`config.mk`:
```
export PLATFORM = sky130hd
export DESIGN_NAME = knn_frame_loader
export DESIGN_NICKNAME = d
export VERILOG_FILES = /design/src/rtl/knn_pkg.sv /design/src/rtl/knn_vec_bank.sv /design/src/rtl/knn_frame_loader.sv
export SDC_FILE = /design/constraint.sdc
export NUM_CORES = 2
export LEC_CHECK = 0
export ABC_AREA = 1
export BUFFER_PORTS_ARGS = -buffer_cell sky130_fd_sc_hd__buf_2
export CORE_MARGIN = 2
export CORE_UTILIZATION = 40
export DETAILED_ROUTE_END_ITERATION = 6
export SKIP_CTS_REPAIR_TIMING = 1
export SYNTH_ARGS = -nofsm -noshare
export SYNTH_HDL_FRONTEND = slang
export SYNTH_SLANG_ARGS = --single-unit
```
`constraint.sdc`:
```
create_clock -name clk -period 5.8 [get_ports clk]
set_input_delay 0.29 -clock clk [delete_from_list [all_inputs] [get_ports clk]]
set_output_delay 0.29 -clock clk [all_outputs]
set_load 0.01 [all_outputs]
```
`src/rtl/knn_pkg.sv`:
```
// Shared types and sizes for the kNN frame loader and its vector bank.
package knn_pkg;

    localparam int unsigned VEC_W      = 64;
    localparam int unsigned NUM_SEARCH = 8;
    localparam int unsigned DIM        = 16;
    localparam int unsigned ELEM_W     = 4;
    localparam int unsigned NUM_SLOTS  = NUM_SEARCH + 1;

    typedef logic [VEC_W-1:0] vec_t;
    typedef logic [2:0]       beat_idx_t;

    typedef enum logic [1:0] {
        IDLE,
        LOAD,
        DROP
    } loader_state_t;

    // Slot 0 is the query, slots 1..NUM_SEARCH are search_0..search_7.
    function automatic logic [NUM_SLOTS-1:0] slot_onehot(input int unsigned slot);
        return NUM_SLOTS'(1) << slot;
    endfunction

endpackage

```
`src/rtl/knn_vec_bank.sv`:
```
// Double-buffered vector bank: per-slot shadow writes, bulk copy to the output
// registers on a commit strobe.
module knn_vec_bank
    import knn_pkg::*;
(
    input  logic                 clk,
    input  logic                 rst,
    input  logic [NUM_SLOTS-1:0] wr_en,
    input  logic [VEC_W-1:0]     wr_data,
    input  logic                 commit,
    input  logic                 keep_query,
    output vec_t                 out_vec [NUM_SLOTS]
);

    vec_t shadow [NUM_SLOTS];
    vec_t out_q  [NUM_SLOTS];

    // A commit on the same edge as a shadow write copies the old shadow value.
    always_ff @(posedge clk) begin
        if (!rst) begin
            for (int k = 0; k < int'(NUM_SLOTS); k++) begin
                shadow[k] <= '0;
                out_q[k]  <= '0;
            end
        end else begin
            for (int k = 0; k < int'(NUM_SLOTS); k++) begin
                if (wr_en[k]) begin
                    shadow[k] <= wr_data;
                end
                if (commit && !(k == 0 && keep_query)) begin
                    out_q[k] <= shadow[k];
                end
            end
        end
    end

    assign out_vec = out_q;

endmodule

```
`src/rtl/knn_frame_loader.sv`:
```
// Frame assembler feeding dist_sort: 1 query + 8 search beats, framing checked on s_last.
// Optional KNN_LOADER_QUERY_REUSE_EN adds s_reuse_q for 8-beat frames reusing the last query.
module knn_frame_loader
    import knn_pkg::*;
#(
    parameter int unsigned CNT_W = 16
) (
    input  logic             clk,
    input  logic             rst,
    input  logic             s_valid,
    output logic             s_ready,
    input  logic [VEC_W-1:0] s_data,
    input  logic             s_last,
`ifdef KNN_LOADER_QUERY_REUSE_EN
    input  logic             s_reuse_q,
`endif
    output logic [VEC_W-1:0] query,
    output logic [VEC_W-1:0] search_0,
    output logic [VEC_W-1:0] search_1,
    output logic [VEC_W-1:0] search_2,
    output logic [VEC_W-1:0] search_3,
    output logic [VEC_W-1:0] search_4,
    output logic [VEC_W-1:0] search_5,
    output logic [VEC_W-1:0] search_6,
    output logic [VEC_W-1:0] search_7,
    output logic             dist_valid,
    output logic             frame_err,
    output logic [CNT_W-1:0] frame_cnt
);

    localparam beat_idx_t LastIdx = beat_idx_t'(NUM_SEARCH - 1);

    loader_state_t        state;
    beat_idx_t            idx;
    logic                 ready_q;
    logic                 accept;
    logic                 reuse_req;
    logic                 frame_reuse;
    logic                 commit_pend;
    logic                 commit_keep;
    logic [NUM_SLOTS-1:0] wr_en;
    vec_t                 bank_out [NUM_SLOTS];

    assign s_ready = ready_q;
    assign accept  = s_valid & ready_q;

`ifdef KNN_LOADER_QUERY_REUSE_EN
    assign reuse_req = s_reuse_q;
`else
    assign reuse_req = 1'b0;
`endif

    // A reuse frame's first beat lands directly in search_0.
    always_comb begin
        wr_en = '0;
        if (accept) begin
            unique case (state)
                IDLE:    wr_en = slot_onehot(reuse_req ? 1 : 0);
                LOAD:    wr_en = slot_onehot(int'(idx) + 1);
                default: wr_en = '0;
            endcase
        end
    end

    always_ff @(posedge clk) begin
        if (!rst) begin
            state       <= IDLE;
            idx         <= '0;
            ready_q     <= 1'b0;
            frame_reuse <= 1'b0;
            commit_pend <= 1'b0;
            commit_keep <= 1'b0;
            dist_valid  <= 1'b0;
            frame_err   <= 1'b0;
            frame_cnt   <= '0;
        end else begin
            ready_q     <= 1'b1;
            dist_valid  <= commit_pend;
            commit_pend <= 1'b0;
            frame_err   <= 1'b0;
            if (commit_pend && frame_cnt != '1) begin
                frame_cnt <= frame_cnt + 1'b1;
            end
            if (accept) begin
                unique case (state)
                    IDLE: begin
                        if (s_last) begin
                            frame_err <= 1'b1;
                        end else begin
                            state       <= LOAD;
                            idx         <= reuse_req ? beat_idx_t'(1) : '0;
                            frame_reuse <= reuse_req;
                        end
                    end
                    LOAD: begin
                        if (idx == LastIdx) begin
                            state <= s_last ? IDLE : DROP;
                            if (s_last) begin
                                commit_pend <= 1'b1;
                                commit_keep <= frame_reuse;
                            end else begin
                                frame_err <= 1'b1;
                            end
                        end else if (s_last) begin
                            frame_err <= 1'b1;
                            state     <= IDLE;
                        end else begin
                            idx <= idx + 1'b1;
                        end
                    end
                    DROP: begin
                        if (s_last) begin
                            state <= IDLE;
                        end
                    end
                    default: state <= IDLE;
                endcase
            end
        end
    end

    knn_vec_bank u_bank (
        .clk       (clk),
        .rst       (rst),
        .wr_en     (wr_en),
        .wr_data   (s_data),
        .commit    (commit_pend),
        .keep_query(commit_keep),
        .out_vec   (bank_out)
    );

    assign query    = bank_out[0];
    assign search_0 = bank_out[1];
    assign search_1 = bank_out[2];
    assign search_2 = bank_out[3];
    assign search_3 = bank_out[4];
    assign search_4 = bank_out[5];
    assign search_5 = bank_out[6];
    assign search_6 = bank_out[7];
    assign search_7 = bank_out[8];

endmodule

```
==> impl_metrics.csv <==
group,metric,value,unit
outcome,status,"finished clean",
final_layout,drive_gt1_share,23.5,%
sta,relSlewSlack,11.7,%
floorplanning,fp.dieW,317,um
power_and_ir_drop,irDropWorstVdd,0.227,mV
clock_network,clk_path_buf_depth,3,
final_layout,multi_input_area,8990,um^2
final_layout,fin_nets,4066,
sta,clock-skew-final,0.0254,ns
route,wirelength,116000,um
route,wire_per_inst,21.6,um
setup_path,path_class,"reg2reg",
setup_path,startpoint_type,"flip-flop",
grt,grt-ovfl-total,0,
worst_hold_path,hp-class,"in2reg",
synthesis,synth_edf_count,576,
placed_design,place_congestion,0.858,
floorplanning,floorplan.rows,114,
floorplanning,core_area,97000,um^2
synthesis,async_flop_share,0,%
setup_path,cp_max_fo,33,
grt,grt_usage,22.3,%
route,drt-vias-per-instance,5.02,
sta,fin_tns_setup,0,ns
grt,grt_max_degree,245,
grt,antenna_found_initial,20,
synthesis,synth_area_per_cell,11.6,um^2
final_layout,finalInstanceArea,47500,um^2
clock_network,cts_tree,"done",
sta,rsz0062_at_grt,"false",
synthesis,synth.distinct_cells,30,
sta,drv_slew,0,
final_layout,postLayoutCoreUtil,49.0,%
clock_network,numCtsBuffers,117,
placed_design,port_buffers,662,
clock_network,cts_htree_levels,3,
setup_path,timing.rr.end,"u_bank.shadow[5][0]$_DFFE_PP_",
sta,max_freq,0.320,GHz
synthesis,ys_seq_elements,1177,
final_layout,ff_latch_area,29300,um^2
clock_network,cts.sinks,1177,
floorplanning,die-height,317,um
setup_path,cp.required,6.17,ns
route,drc,0,
route,drtIter0Drc,2333,
final_layout,syn_to_final_growth,20.9,%
grt,grt_pass1_wl,171000,um
sta,post-route-period-util,53.8,%
sta,tightestPinTransition,1.32,ns
synthesis,yosys_warnings,0,
power_and_ir_drop,powerDensity,357,nW/um^2
setup_path,end_kind,"flip-flop",
run,cap_viol_max_count,0,
route,first_pass_iters,5,
clock_network,cts.clk_slew.worst_paths,0.06,ns
synthesis,synth_nets,3462,
power_and_ir_drop,p_leak,21.3,nW
grt,grt_pass1_vias,26000,
synthesis,syn_area,39300,um^2
synthesis,syn_inst,3386,
clock_network,clkLatencyLatePin,0.71,ns
sta,min_period,3.12,ns
setup_path,arrival,3.49,ns
sta,setup_viol,0,
route,antenna_left,0,
floorplanning,die_area,101000,um^2
clock_network,clockRootBuffer,"clkbuf_16",
floorplanning,io_pins,663,
setup_path,cp-endpoint,"u_bank.shadow[5][0]$_DFFE_PP_",
sta,hold_viol_final,0,
setup_path,r2r_slack,2.68,ns
route,vias,27000,
placed_design,placed_cell_area,43600,um^2
setup_path,startpoint,"idx[0]$_SDFFE_PN0P_",
setup_path,reg2reg_depth,9,
placed_design,dp_hpwl,72100,um
power_and_ir_drop,finalPower,17.0,mW
setup_path,timing.rr.start,"idx[0]$_SDFFE_PN0P_",
synthesis,synth-seq-area-share,74.6,%
floorplanning,initial_utilization,40.5,%
final_layout,num-fill-cells,8838,
synthesis,synthFlopType,"dfxtp_1",
## sequential cells by signal, summed over array words and instances, names as in the netlist
| register | flops |
|---|---|
| commit_pend | 1 |
| s_ready | 1 |
| state | 2 |
| frame_err | 1 |
| dist_valid | 1 |
| idx | 3 |
| u_bank.out_vec | 576 |
| frame_cnt | 16 |
| u_bank.shadow | 576 |
## report_power, final
part,internal (mW),switching [mW]
Sequential,8.95,0.0673
Combinational,0.0582,0.273
Clock,4.39,3.24
## metal layers
layer / track usage (%) / part of all wire (%) / wire [um]
met4: 8.28 / 3.4 / 3980
met5: 0 / 0.066 / 77
met2: 35.8 / 47 / 54600
met3: 4.72 / 6.5 / 7520
met1: 29.7 / 43 / 49900
## layout by cell type (no fill, tap or decap), types with 2 or more instances in the layout
cell / Yosys / final
nor2_1: 1178 / 1178
buf_2: 64 / 661
dfxtp_1: 601 / 600
o21ai_0: 588 / 588
edfxtp_1: 576 / 576
clkbuf_16: 0 / 120
nand2_1: 79 / 70
a21boi_2: 60 / 60
clkbuf_1: 127 / 38
clkinv_2: 0 / 25
buf_4: 2 / 24
inv_1: 18 / 18
nand3_1: 13 / 13
diode_2: 0 / 12
a21oi_2: 10 / 10
bufinv_16: 0 / 10
clkinv_1: 0 / 10
nand2_4: 0 / 9
a21oi_1: 9 / 9
clkbuf_8: 0 / 9
ha_1: 8 / 8
nor2_2: 6 / 6
nand4_1: 5 / 5
nor2_4: 4 / 4
xnor2_1: 4 / 4
buf_12: 0 / 4
nand2_2: 3 / 3
a21boi_0: 4 / 3
inv_16: 0 / 3
xor2_1: 3 / 3
clkinv_8: 0 / 3
clkinvlp_4: 0 / 3
dlygate4sd3_1: 0 / 3
nor3_1: 2 / 2
nand3_2: 2 / 2
inv_6: 0 / 2
## synth_stat cells (5+ instances only)
| cell | count | area (um^2) |
|---|---|---|
| buf_6 | 14 | 158 |
| ha_1 | 8 | 100 |
| nand2_1 | 79 | 297 |
| edfxtp_1 | 576 | 17300 |
| dfxtp_1 | 601 | 12000 |
| nor2_1 | 1178 | 4420 |
| clkbuf_1 | 127 | 477 |
| nor2_2 | 6 | 37.5 |
| buf_2 | 64 | 320 |
| a21oi_2 | 10 | 87.6 |
| a21boi_2 | 60 | 676 |
| a21oi_1 | 9 | 45.0 |
| inv_1 | 18 | 67.6 |
| nand4_1 | 5 | 31.3 |
| nand3_1 | 13 | 65.1 |
| o21ai_0 | 588 | 2940 |
## critical path: stages, from the launching register on
cell      delay (ns)
dfxtp_1         0.37
ha_1            0.26
ha_1            0.28
inv_1           0.05
nor2_2          0.22
nand4_1         0.21
nand2_1         0.16
nor2_4          0.15
buf_12          0.23
a21boi_0        0.83
## worst min-delay path by stage
stage                                         startpoint                          endpoint  slack, ns  cells after the start
after floorplan                                      rst                   s_ready$_DFF_P_       0.32                      0
after global placement    u_bank.shadow[6][32]$_DFFE_PP_  u_bank.out_vec[160]$_SDFFE_PN0P_       0.45                      2
after detailed placement  u_bank.shadow[8][37]$_DFFE_PP_   u_bank.out_vec[37]$_SDFFE_PN0P_       0.46                      2
after CTS                                         s_last            commit_pend$_SDFF_PN0_      -0.15                      3
after global routing                          s_data[63]    u_bank.shadow[0][63]$_DFFE_PP_       0.05                      2
final                                         s_data[12]    u_bank.shadow[8][12]$_DFFE_PP_       0.07                      2
## metrics by stage
stage / hold WS (ns) / instances / setup WS (ns)
2_1_floorplan: 0.318 / 3386 / 2.83
3_5_place_dp: 0.457 / 5144 / 2.33
6_report: 0.0685 / 5383 / 2.68
3_3_place_gp: 0.450 / 5143 / 1.90
5_1_grt: 0.0491 / 5381 / 2.30
4_1_cts: -0.154 / 5368 / 2.69
## layout make-up
| class | count | share of cell area [%] |
|---|---|---|
| sequential | 1177 | 61.7 |
| multi-input combinational | 1981 | 18.9 |
| timing repair buffer | 693 | 7.60 |
| clock buffer | 167 | 6.88 |
| tap | 1276 | 3.36 |
| clock inverter | 57 | 1.29 |
| inverter | 20 | 0.192 |
| antenna | 12 | 0.0632 |
## cell families (layout without fill, tap and decap cells)
logic type	count (synthesis)	in the layout	share of synthesized area, %
XOR/XNOR	7	7	0.156
buffers and inverters	228	937	2.67
adder cells (fa/ha/maj)	8	8	0.255
other	0	12	0
AO/OA/AOI/OAI	673	673	9.68
AND/OR/NAND/NOR	1293	1293	12.6
flip-flops	1177	1177	74.6
Power figures use the tool's default switching activity.
